==> src/rtl/mul_writeback.sv <==
// mul_writeback: retires multiply results into the register file through the
// shared write port (one beat for MUL/MLA, two beats RdLo then RdHi for long
// multiplies) and then issues an optional CPSR flag update.
module mul_writeback #(
   parameter int REG_AW = 4,
   parameter int DATA_W = 32
) (
   input  logic                clk,
   input  logic                rst,
   input  logic                in_valid,
   output logic                in_ready,
   input  logic                in_long,
   input  logic                in_set_flags,
   input  logic [REG_AW-1:0]   in_rd_lo,
   input  logic [REG_AW-1:0]   in_rd_hi,
   input  logic [2*DATA_W-1:0] in_result,
   input  logic [3:0]          in_nzcv,
   input  logic                flush,
   output logic                rf_we,
   output logic [REG_AW-1:0]   rf_waddr,
   output logic [DATA_W-1:0]   rf_wdata,
   input  logic                rf_grant,
   output logic                flag_we,
   output logic [3:0]          flag_nzcv,
   output logic                done
);

   typedef enum logic [1:0] {
      IDLE  = 2'd0,
      WR_LO = 2'd1,
      WR_HI = 2'd2
   } state_t;

   state_t              state_r;
   logic                ready_r;
   logic                we_r;
   logic [REG_AW-1:0]   waddr_r;
   logic [DATA_W-1:0]   wdata_r;
   logic                done_r;
   logic                flag_we_r;
   logic [3:0]          flag_nzcv_r;

   // Captured transaction fields still needed after the lo beat is presented.
   logic                long_r;
   logic                set_flags_r;
   logic [REG_AW-1:0]   rd_hi_r;
   logic [DATA_W-1:0]   result_hi_r;
   logic [3:0]          nzcv_r;

   // A flush kills the write request in the same cycle, so the strobe is the
   // only output with a combinational term.
   assign rf_we     = we_r & ~flush;
   assign in_ready  = ready_r;
   assign rf_waddr  = waddr_r;
   assign rf_wdata  = wdata_r;
   assign done      = done_r;
   assign flag_we   = flag_we_r;
   assign flag_nzcv = flag_nzcv_r;

   // Sequencer: capture, lo/hi write beats held until granted, retire pulse.
   always_ff @(posedge clk) begin
      if (rst) begin
         state_r     <= IDLE;
         ready_r     <= 1'b1;
         we_r        <= 1'b0;
         waddr_r     <= {REG_AW{1'b0}};
         wdata_r     <= {DATA_W{1'b0}};
         done_r      <= 1'b0;
         flag_we_r   <= 1'b0;
         flag_nzcv_r <= 4'd0;
         long_r      <= 1'b0;
         set_flags_r <= 1'b0;
         rd_hi_r     <= {REG_AW{1'b0}};
         result_hi_r <= {DATA_W{1'b0}};
         nzcv_r      <= 4'd0;
      end else begin
         // Retire strobes are single-cycle pulses.
         done_r    <= 1'b0;
         flag_we_r <= 1'b0;
         case (state_r)
            IDLE: begin
               if (ready_r && in_valid && !flush) begin
                  // The lo beat is staged directly into the write port regs.
                  state_r     <= WR_LO;
                  ready_r     <= 1'b0;
                  we_r        <= 1'b1;
                  waddr_r     <= in_rd_lo;
                  wdata_r     <= in_result[DATA_W-1:0];
                  long_r      <= in_long;
                  set_flags_r <= in_set_flags;
                  rd_hi_r     <= in_rd_hi;
                  result_hi_r <= in_result[2*DATA_W-1:DATA_W];
                  nzcv_r      <= in_nzcv;
               end else begin
                  // Covers the retire bubble: ready again one cycle later.
                  ready_r <= 1'b1;
               end
            end
            WR_LO: begin
               if (flush) begin
                  state_r <= IDLE;
                  we_r    <= 1'b0;
                  ready_r <= 1'b1;
               end else if (rf_grant) begin
                  if (long_r) begin
                     state_r <= WR_HI;
                     waddr_r <= rd_hi_r;
                     wdata_r <= result_hi_r;
                  end else begin
                     state_r     <= IDLE;
                     we_r        <= 1'b0;
                     done_r      <= 1'b1;
                     flag_we_r   <= set_flags_r;
                     flag_nzcv_r <= set_flags_r ? nzcv_r : flag_nzcv_r;
                  end
               end else begin
                  state_r <= WR_LO;
               end
            end
            WR_HI: begin
               if (flush) begin
                  state_r <= IDLE;
                  we_r    <= 1'b0;
                  ready_r <= 1'b1;
               end else if (rf_grant) begin
                  state_r     <= IDLE;
                  we_r        <= 1'b0;
                  done_r      <= 1'b1;
                  flag_we_r   <= set_flags_r;
                  flag_nzcv_r <= set_flags_r ? nzcv_r : flag_nzcv_r;
               end else begin
                  state_r <= WR_HI;
               end
            end
            default: begin
               state_r <= IDLE;
               we_r    <= 1'b0;
               ready_r <= 1'b1;
            end
         endcase
      end
   end

endmodule

==> config.mk <==
export PLATFORM = sky130hd
export DESIGN_NAME = mul_writeback
export DESIGN_NICKNAME = d
export VERILOG_FILES = /design/src/rtl/mul_writeback.sv
export SDC_FILE = /design/constraint.sdc
export NUM_CORES = 1
export LEC_CHECK = 0
export ABC_AREA = 1
export CAP_MARGIN = 25
export CORE_UTILIZATION = 45
export DETAILED_ROUTE_END_ITERATION = 10
export GPL_TIMING_DRIVEN = 0
export PLACE_DENSITY = 0.79
export SETUP_SLACK_MARGIN = 0.15
export SLEW_MARGIN = 40
export SYNTH_ARGS = -nofsm -noshare
export SYNTH_HDL_FRONTEND = slang
export SYNTH_SLANG_ARGS = --single-unit
==> constraint.sdc <==
create_clock -name clk -period 2.3 [get_ports clk]
set_clock_uncertainty 0.2 [all_clocks]
set_input_delay 0.46 -clock clk [delete_from_list [all_inputs] [get_ports clk]]
set_output_delay 0.46 -clock clk [all_outputs]
set_load 0.005 [all_outputs]
## Word-level counts from Yosys, hierarchy flattened

Cells that the tools add are included.
Widths: inputs -> output; s select.

| word-level totals | value |
|---|---|
| word-level logic and storage cells | 85 |
| flip-flop bits (word level) | 88 |
| output and inout port bits | 44 |

| cells by class | value |
|---|---|
| reduce and logical (&&, ||, !) cells | 11 |
| mux-type cells | 46 |
| bitwise logic cells | 2 |
| equality and inequality tests | 13 |

Operators with widths:

| cell | number |
|---|---|
| $mux 32 | 4 |
| $pmux 32 s2 | 1 |
| $mux 4 | 10 |
| $mux 1 | 18 |
| $pmux 4 s2 | 2 |
| $ne 2x2->1 const B | 7 |
| $mux 2 | 6 |
| $ne 3x3->1 const B | 3 |
| $pmux 1 s2 | 3 |
| $pmux 2 s3 | 1 |
| $reduce_and 6->1 | 1 |
| $reduce_and 5->1 | 1 |
| $reduce_and 4->1 | 1 |
| $reduce_bool 2->1 | 2 |
| $pmux 1 s3 | 1 |
| $eq 2x1->1 const B | 1 |
| $eq 2x2->1 const B | 1 |
| $logic_and 1x1->1 | 2 |
| $logic_not 2->1 | 1 |
| $ne 2x1->1 const B | 1 |
| $reduce_and 2->1 | 1 |
| $reduce_or 2->1 | 1 |
| $and 1x1->1 | 1 |
| $logic_not 1->1 | 1 |
| $not 1->1 | 1 |

## Longest topological paths before layout

Gate-level depths: netlist (run 1).

| logic depth | value |
|---|---|
| depth after elaboration | 5 |
| mapped depth | 10 |

## Least setup slack after synthesis (run 1)

OpenSTA, ideal clock, no wires.

| path | value |
|---|---|
| path kind | register to register |
| from | register state_r[0] |
| to | register wdata_r[18], in the netlist rf_wdata[18] |
| period minus slack after synthesis | 1,639 ps |
| slack | 661 ps |
| arrival time | 1,324 ps |
| path buffers | 3 |
| setup time | 115 ps |
| stages on the path, launching flop included | 10 |
| required time | 1,985 ps |
| path through | dfxtp_1 inv_1 ha_1 buf_2 o21ai_2 buf_4 buf_2 nand3_1 nand2_1 nor2_1 |

| between the ends | value |
|---|---|
| cells in the longest elaborated chain, start to end | 3 |
| elaborated cells on any way between the ends | 9 |
| those cells by class | eq/ne (5); mux (1); reduce/logical (3) |

RTL lines:

| element | RTL line | source |
|---|---|---|
| start, declared | 34 | `state_t state_r;` |
| start signal, assigned | 63 | `state_r <= IDLE;` |
| start signal, assigned | 84 | `state_r <= WR_LO;` |
| start signal, assigned | 101 | `state_r <= IDLE;` |
| $eq 2x1->1 / $logic_not 2->1 (equally long branches) | 80 | `case (state_r)` |
| $ne 2x2->1 (no line) / $reduce_bool 2->1 (equally long branches) | n/a |  |
| $reduce_and 5->1 (no line) | n/a |  |
| end signal, assigned | 67 | `wdata_r <= {DATA_W{1'b0}};` |
| end signal, assigned | 88 | `wdata_r <= in_result[DATA_W-1:0];` |
| end signal, assigned | 108 | `wdata_r <= result_hi_r;` |
| end, declared | 38 | `logic [DATA_W-1:0] wdata_r;` |

Parallel ways exist; a longest one is shown, timed or not.
A chain may end at the register's enable or synchronous reset.

## Final worst setup path (run 1)

| path | value |
|---|---|
| from | input port flush |
| to | output port rf_we |

| between the ends | value |
|---|---|
| cells in the longest elaborated chain, start to end | 2 |

RTL lines:

| element | RTL line | source |
|---|---|---|
| start, declared | 18 | `input logic flush,` |
| $not 1->1 | 52 | `assign rf_we = we_r & ~flush;` |
| $and 1x1->1 | 52 |  |
| end, declared | 19 | `output logic rf_we,` |

No other way between the ends.

==> key figures, run 1 <==
Outcome
  – Status: finished clean

Cells and area
  – Layout cells sized above 1: 0.06657
  – Most frequent cells in the layout: nand2_1 (170), clkdlybuf4s50_1 (125), dfxtp_1 (88)
  – Fillcell total: 832
  – Layout Area Growth over Synthesis: 39.25%
  – Commonest non-fill, non-tap cell in the layout: nand2_1
  – Layout Cells excl Fill: 829
  – Diodes inserted: 0
  – Nets: 804

Yosys
  – Post-synthesis cell type count: 20
  – Top cells by area, synth: dfxtp_1 (44%), nand2_1 (16%), nand3_1 (11%)
  – Mapped Nets: 667
  – Synth area leader: dfxtp_1
  – Post-synth top area share: 0.4373
  – Synth Cell Area: 4029 sq um
  – Sequential area share after synthesis: 0.4373
  – Syn_area_per_cell: 6.946 sq um
  – Yosys warns: 0
  – Synth Register Bits: 88
  – Mapped Cells: 580

CTS
  – Root Buffer: clkbuf_8
  – CTS tree: built
  – Later-pin clock latency in the skew report: 0.35 ns
  – Post-CTS Setup Bufs: 0
  – Clock transition at path regs: 0.08 ns
  – CTS Buf Count: 9
  – CTS H-tree depth: 3
  – # clock sinks: 88
  – Clk buf depth: 2
  – Hold Buf Count CTS: 0
  – Post-CTS resize count: 1

STA
  – Final setup vio count: 0
  – Slew margin rel.: 0.6251
  – Max Slew Vio Count: 0
  – Worst Max-Slew Pin Slew: 0.5623 ns
  – RSZ-0062 raised after global routing: false
  – Max Fclk: 483.6 MHz
  – Final min period: 2.068 ns
  – Final Hold Fails: 0
  – Final period util: 0.8991

Hold path
  – Hold/Removal Path Class: register to register

Die
  – Num rows: 34
  – Starting Density: 0.4642
  – Core area: 8678 sq um
  – Die Span Y: 96.62 microns
  – Die Area: 9335 sq um
  – Die X-Extent: 96.62 microns
  – Boundary pin count: 127

Drt
  – Avg WL per Cell: 14.00 microns
  – Routed WL: 11610 microns
  – Post-route antenna net violation count: 0
  – Via density: 5.218
  – 1st-iter DRT viols: 254
  – Drt drc: 0
  – Via count: 4326
  – First drt pass iteration count: 5

Pwr
  – Flop pwr share: 0.433
  – PwrDens: 732.0 nW/um^2
  – Pwr Total: 4.107 mW
  – Sw frac: 0.3169
  – LEAKAGE: 2.181 nW
  – VDD IR max: 0.4226 mV
  – Switching pwr: 1.302 mW
  – Clock power frac: 0.254
  – Gate power share: 0.313
  – Int Pwr: 2.805 mW

Critical path
  – Crit path cell chain: dlygate4sd2_1 > nor2_1 > clkdlybuf4s50_1
  – CP Launch Type: input port
  – Worst EP required: 1.64 ns
  – Crit-path max FO: 6
  – Crit path capture type: output pin
  – Worst path max stage delay: 0.50 ns
  – Crit path DAT: 1.41 ns
  – Slowest-stage cell, CP: clkdlybuf4s50_1
  – Crit Path Category: input port to output pin

Global routing
  – Grt ovf: 0
  – Total GRT Usage: 0.2497
  – Initial antenna violation count: 0
  – Largest net degree at the start of global routing: 15
  – Vias in the first global route: 4052
  – First-pass GRT wire length: 18960 microns

Placement
  – Final HPWL DP: 8709 microns
  – GPL Wtd Cong: 0.8964
  – PortBufs: 126
  – Dpl cells: 814

Run
  – Count of max-cap constraint violations: 0
-- per-layer routing --
metal  wire [microns]  part of all wire  vias to the layer above  track usage
met5                0                 0                        -            0
met1             4941              0.43                     1983       0.3061
met4              337             0.029                        0       0.1056
met3              639             0.055                       33      0.03974
li1                 -                 -                     2149            -
met2             5690              0.49                      161       0.4328
-- metrics by stage --
step / instance area [sq um] / hold slack [ns] / setup slack [ns] / util / TNS (ns)
CTS: 5610 / 0.2662 / 0.2292 / 0.6465 / 0
detailed placement: 5425 / 0.2531 / -0.02325 / 0.6251 / -0.02325
global route: 5610 / 0.2784 / 0.1607 / 0.6465 / 0
floorplan: 4029 / 0.2274 / 0.6614 / - / 0
finish: 5610 / 0.2675 / 0.2320 / 0.6465 / 0
global placement: 5425 / 0.2486 / -0.01406 / 0.6251 / -0.01406
-- registers in the layout (all words and copies together), names as in the netlist --
signal	count
set_flags_r	1
flag_nzcv	4
in_ready	1
rf_wdata	32
done	1
flag_we	1
rd_hi_r	4
we_r	1
rf_waddr	4
long_r	1
result_hi_r	32
nzcv_r	4
state_r	2
-- area by class of cell --
type | count | area (sq um) | share of cell area
clock inverters | 5 | 58.81 | 0.01048
flip-flops and latches | 88 | 1762 | 0.3140
clock buffers | 10 | 127.6 | 0.02275
inverters | 14 | 52.55 | 0.009367
multi-input cells | 433 | 1986 | 0.3539
repair buffers | 126 | 1260 | 0.2246
well taps | 108 | 135.1 | 0.02409
plain buffers | 45 | 229.0 | 0.04081
-- cell families after synthesis --
logic type	Yosys count	synth area share
compound gates	89	0.1115
buf+inv	59	0.06987
flops	88	0.4373
simple gates	340	0.3689
fa+ha+maj	4	0.01242
-- cell usage after synthesis --
cell        n
nor3_1      1
o21ai_2     1
clkinv_1    1
and2_0     19
clkbuf_1   12
nor2_2      2
buf_2      21
buf_1       4
buf_6       1
nand2_1   170
nand2_2     2
inv_1      13
nand3_1    87
o21ai_0     2
buf_4       7
ha_1        4
a21oi_1    86
and2_1     17
nor2_1     42
dfxtp_1    88
-- final timing paths --
kind	from	to	slack, ns	cells past startpoint
hold / removal	result_hi_r[31]$_SDFFE_PP0P_	result_hi_r[31]$_SDFFE_PP0P_	0.27	2
setup reg to reg	state_r[1]$_SDFFE_PP0P_	rf_wdata[31]$_SDFFE_PP0P_	0.34	9
hold reg to reg	result_hi_r[31]$_SDFFE_PP0P_	result_hi_r[31]$_SDFFE_PP0P_	0.27	2
setup / recovery	flush	rf_we	0.23	3
-- critical path, delay by kind of cell --
kind	cells	cell delay [ns]
buffers and inverters	2	0.82
AND/OR/NAND/NOR	1	0.13
-- power by group through the flow --
stage	clock (mW)	combinational (mW)	sequential (mW)
finish	1.04	1.28	1.78
global route	1.12	1.42	1.80
CTS	1.06	1.28	1.78
detailed placement	0	1.28	1.81
global placement	0	1.25	1.80
floorplan	0	0.694	1.81
(Power assumes the default switching activity.)
==> run 2: changes to the inputs <==
--- a/config.mk
+++ b/config.mk
@@ -10,7 +10,7 @@
 export CORE_UTILIZATION = 45
 export DETAILED_ROUTE_END_ITERATION = 10
 export GPL_TIMING_DRIVEN = 0
-export PLACE_DENSITY = 0.79
+export PLACE_DENSITY = 0.8
 export SETUP_SLACK_MARGIN = 0.15
 export SLEW_MARGIN = 40
 export SYNTH_ARGS = -nofsm -noshare
==> run 2 against run 1 <==
Compared with the run above: sequential power barely moved; sequential cell count is the same; via count down 1.2%; core utilization grew 0.68 points; highest routed layer unchanged; final area rose by 1.0%; global-route usage is 0.31 points higher; largest cell class unchanged; setup slack improved by 0.0024 ns; total power up 6.2%.
==> key figures, run 2 (synthesized netlist as in run 1, its figures left out) <==
Critical path
  – Crit path capture type: output pin
  – Worst EP required: 1.64 ns (about the same)
  – Crit Path Category: input port to output pin
  – Crit-path max FO: 6 (unchanged)
  – Crit path DAT: 1.41 ns (about the same)
  – CP Launch Type: input port

STA
  – RSZ-0062 raised after global routing: false
  – Final setup vio count: 0 (unchanged)
  – Final Hold Fails: 0 (unchanged)
  – Max Slew Vio Count: 0 (unchanged)
  – Final period util: 0.8981 (-0.001044)
  – Max Fclk: 484.1 MHz (+0.12%)
  – Slew margin rel.: 0.6332 (+0.008119)
  – Worst Max-Slew Pin Slew: 0.5502 ns (-0.01218 ns)
  – Final min period: 2.066 ns (-0.002401 ns)

Pwr
  – PwrDens: 769.0 nW/um^2 (+5.1%)
  – Pwr Total: 4.360 mW (+6.2%)
  – LEAKAGE: 2.216 nW (+1.6%)
  – VDD IR max: 0.3708 mV (-12%)

Drt
  – Avg WL per Cell: 13.97 microns (-0.23%)
  – 1st-iter DRT viols: 200 (-21%)
  – First drt pass iteration count: 5 (unchanged)
  – Post-route antenna net violation count: 0 (unchanged)
  – Via count: 4273 (-1.2%)
  – Via density: 5.148 (-1.3%)
  – Routed WL: 11600 microns (-0.11%)
  – Drt drc: 0 (unchanged)

Global routing
  – Largest net degree at the start of global routing: 15 (unchanged)
  – First-pass GRT wire length: 19270 microns (+1.6%)
  – Vias in the first global route: 4239 (+4.6%)
  – Total GRT Usage: 0.2528 (+0.003131)
  – Grt ovf: 0 (unchanged)
  – Initial antenna violation count: 0 (unchanged)

Cells and area
  – Core Util, Final: 0.6533 (+0.006776)
  – Seq. cell area: 1762 sq um (unchanged)
  – Layout cells sized above 1: 0.06787 (+0.001293)
  – Fillcell total: 811 (-2.5%)
  – Area of the multi-input gates: 1986 sq um (unchanged)
  – Most frequent cells in the layout: nand2_1 (170), clkdlybuf4s50_1 (125), dfxtp_1 (88)
  – Diodes inserted: 0 (unchanged)
  – Layout Area Growth over Synthesis: 40.71%
  – Layout Cells excl Fill: 830 (+0.12%)
  – Nets: 804 (unchanged)
  – Commonest non-fill, non-tap cell in the layout: nand2_1

Die
  – Starting Density: 0.4642 (unchanged)
  – Core area: 8678 sq um (unchanged)
  – Num rows: 34 (unchanged)
  – Die X-Extent: 96.62 microns (unchanged)
  – Die Span Y: 96.62 microns (unchanged)
  – Boundary pin count: 127 (unchanged)
  – Die Area: 9335 sq um (unchanged)

CTS
  – CTS Buf Count: 9 (unchanged)
  – Hold Buf Count CTS: 0 (unchanged)
  – Later-pin clock latency in the skew report: 0.34 ns (about the same)
  – # clock sinks: 88 (unchanged)
  – CTS tree: built
  – Clk buf depth: 2 (unchanged)
  – Root Buffer: clkbuf_8
  – Clock transition at path regs: 0.08 ns (about the same)
  – CTS H-tree depth: 3 (unchanged)

Placement
  – Final HPWL DP: 8713 microns (about the same)
  – Dpl cells: 814 (unchanged)
  – PortBufs: 126 (unchanged)
  – GPL Wtd Cong: 0.9069 (+1.2%)

Hold path
  – Hold/Removal Path Class: register to register

Run
  – Count of max-cap constraint violations: 0 (unchanged)

Outcome
  – Status: finished clean
run 2: through the flow:
stage	hold slack (ns)	TNS, ns	setup WS [ns]	instance area, sq um
floorplan	0.2274	0	0.6614	4029
global placement	0.2487	-0.02528	-0.02528	5425
detailed placement	0.2529	-0.1638	-0.03593	5425
CTS	0.2661	0	0.2244	5669
global route	0.2788	0	0.1597	5669
finish	0.2637	0	0.2344	5669
run 2: area by class of cell:
| cell class | instances | area share |
|---|---|---|
| Tap cell | 108 | 0.02384 |
| Clock inverter | 5 | 0.01832 |
| Multi-Input combinational cell | 433 | 0.3503 |
| Sequential cell | 88 | 0.3107 |
| Buffer | 45 | 0.04039 |
| Clock buffer | 11 | 0.02494 |
| Inverter | 14 | 0.009269 |
| Timing Repair Buffer | 126 | 0.2222 |
run 2: what timing repair did:
action                     CTS  global route
buffers inserted             0             0
setup endpoints to repair    1             0
resized for setup            1             0
run 2: path summary, 6_finish.rpt:
check | startpoint | end | slack, ns | cells after the start
worst max-delay path | flush | rf_we | 0.23 | 3
worst min-delay path | result_hi_r[22]$_SDFFE_PP0P_ | result_hi_r[22]$_SDFFE_PP0P_ | 0.26 | 2
worst max register to register | state_r[1]$_SDFFE_PP0P_ | rf_wdata[29]$_SDFFE_PP0P_ | 0.34 | 9
worst min register to register | result_hi_r[22]$_SDFFE_PP0P_ | result_hi_r[22]$_SDFFE_PP0P_ | 0.26 | 2
run 2: worst max-delay path, cell delays in order:
cell and delay, ns:
dlygate4sd2_1 0.31, nor2_1 0.13, clkdlybuf4s50_1 0.51
run 2: routing by layer:
metal  share of wire  routed length [microns]  up-vias  track usage
li1                -                        -     2146            -
met1            0.44                     5078     1967       0.3066
met2            0.49                     5672      140       0.4458
met3           0.050                      581       20      0.03396
met4           0.023                      264        0       0.1091
met5               0                        0        -            0
run 2: power by group:
group	internal [mW]	switching (mW)	total (mW)
Sequential	1.69	0.0879	1.78
Clock	0.753	0.545	1.30
Combinational	0.620	0.666	1.29
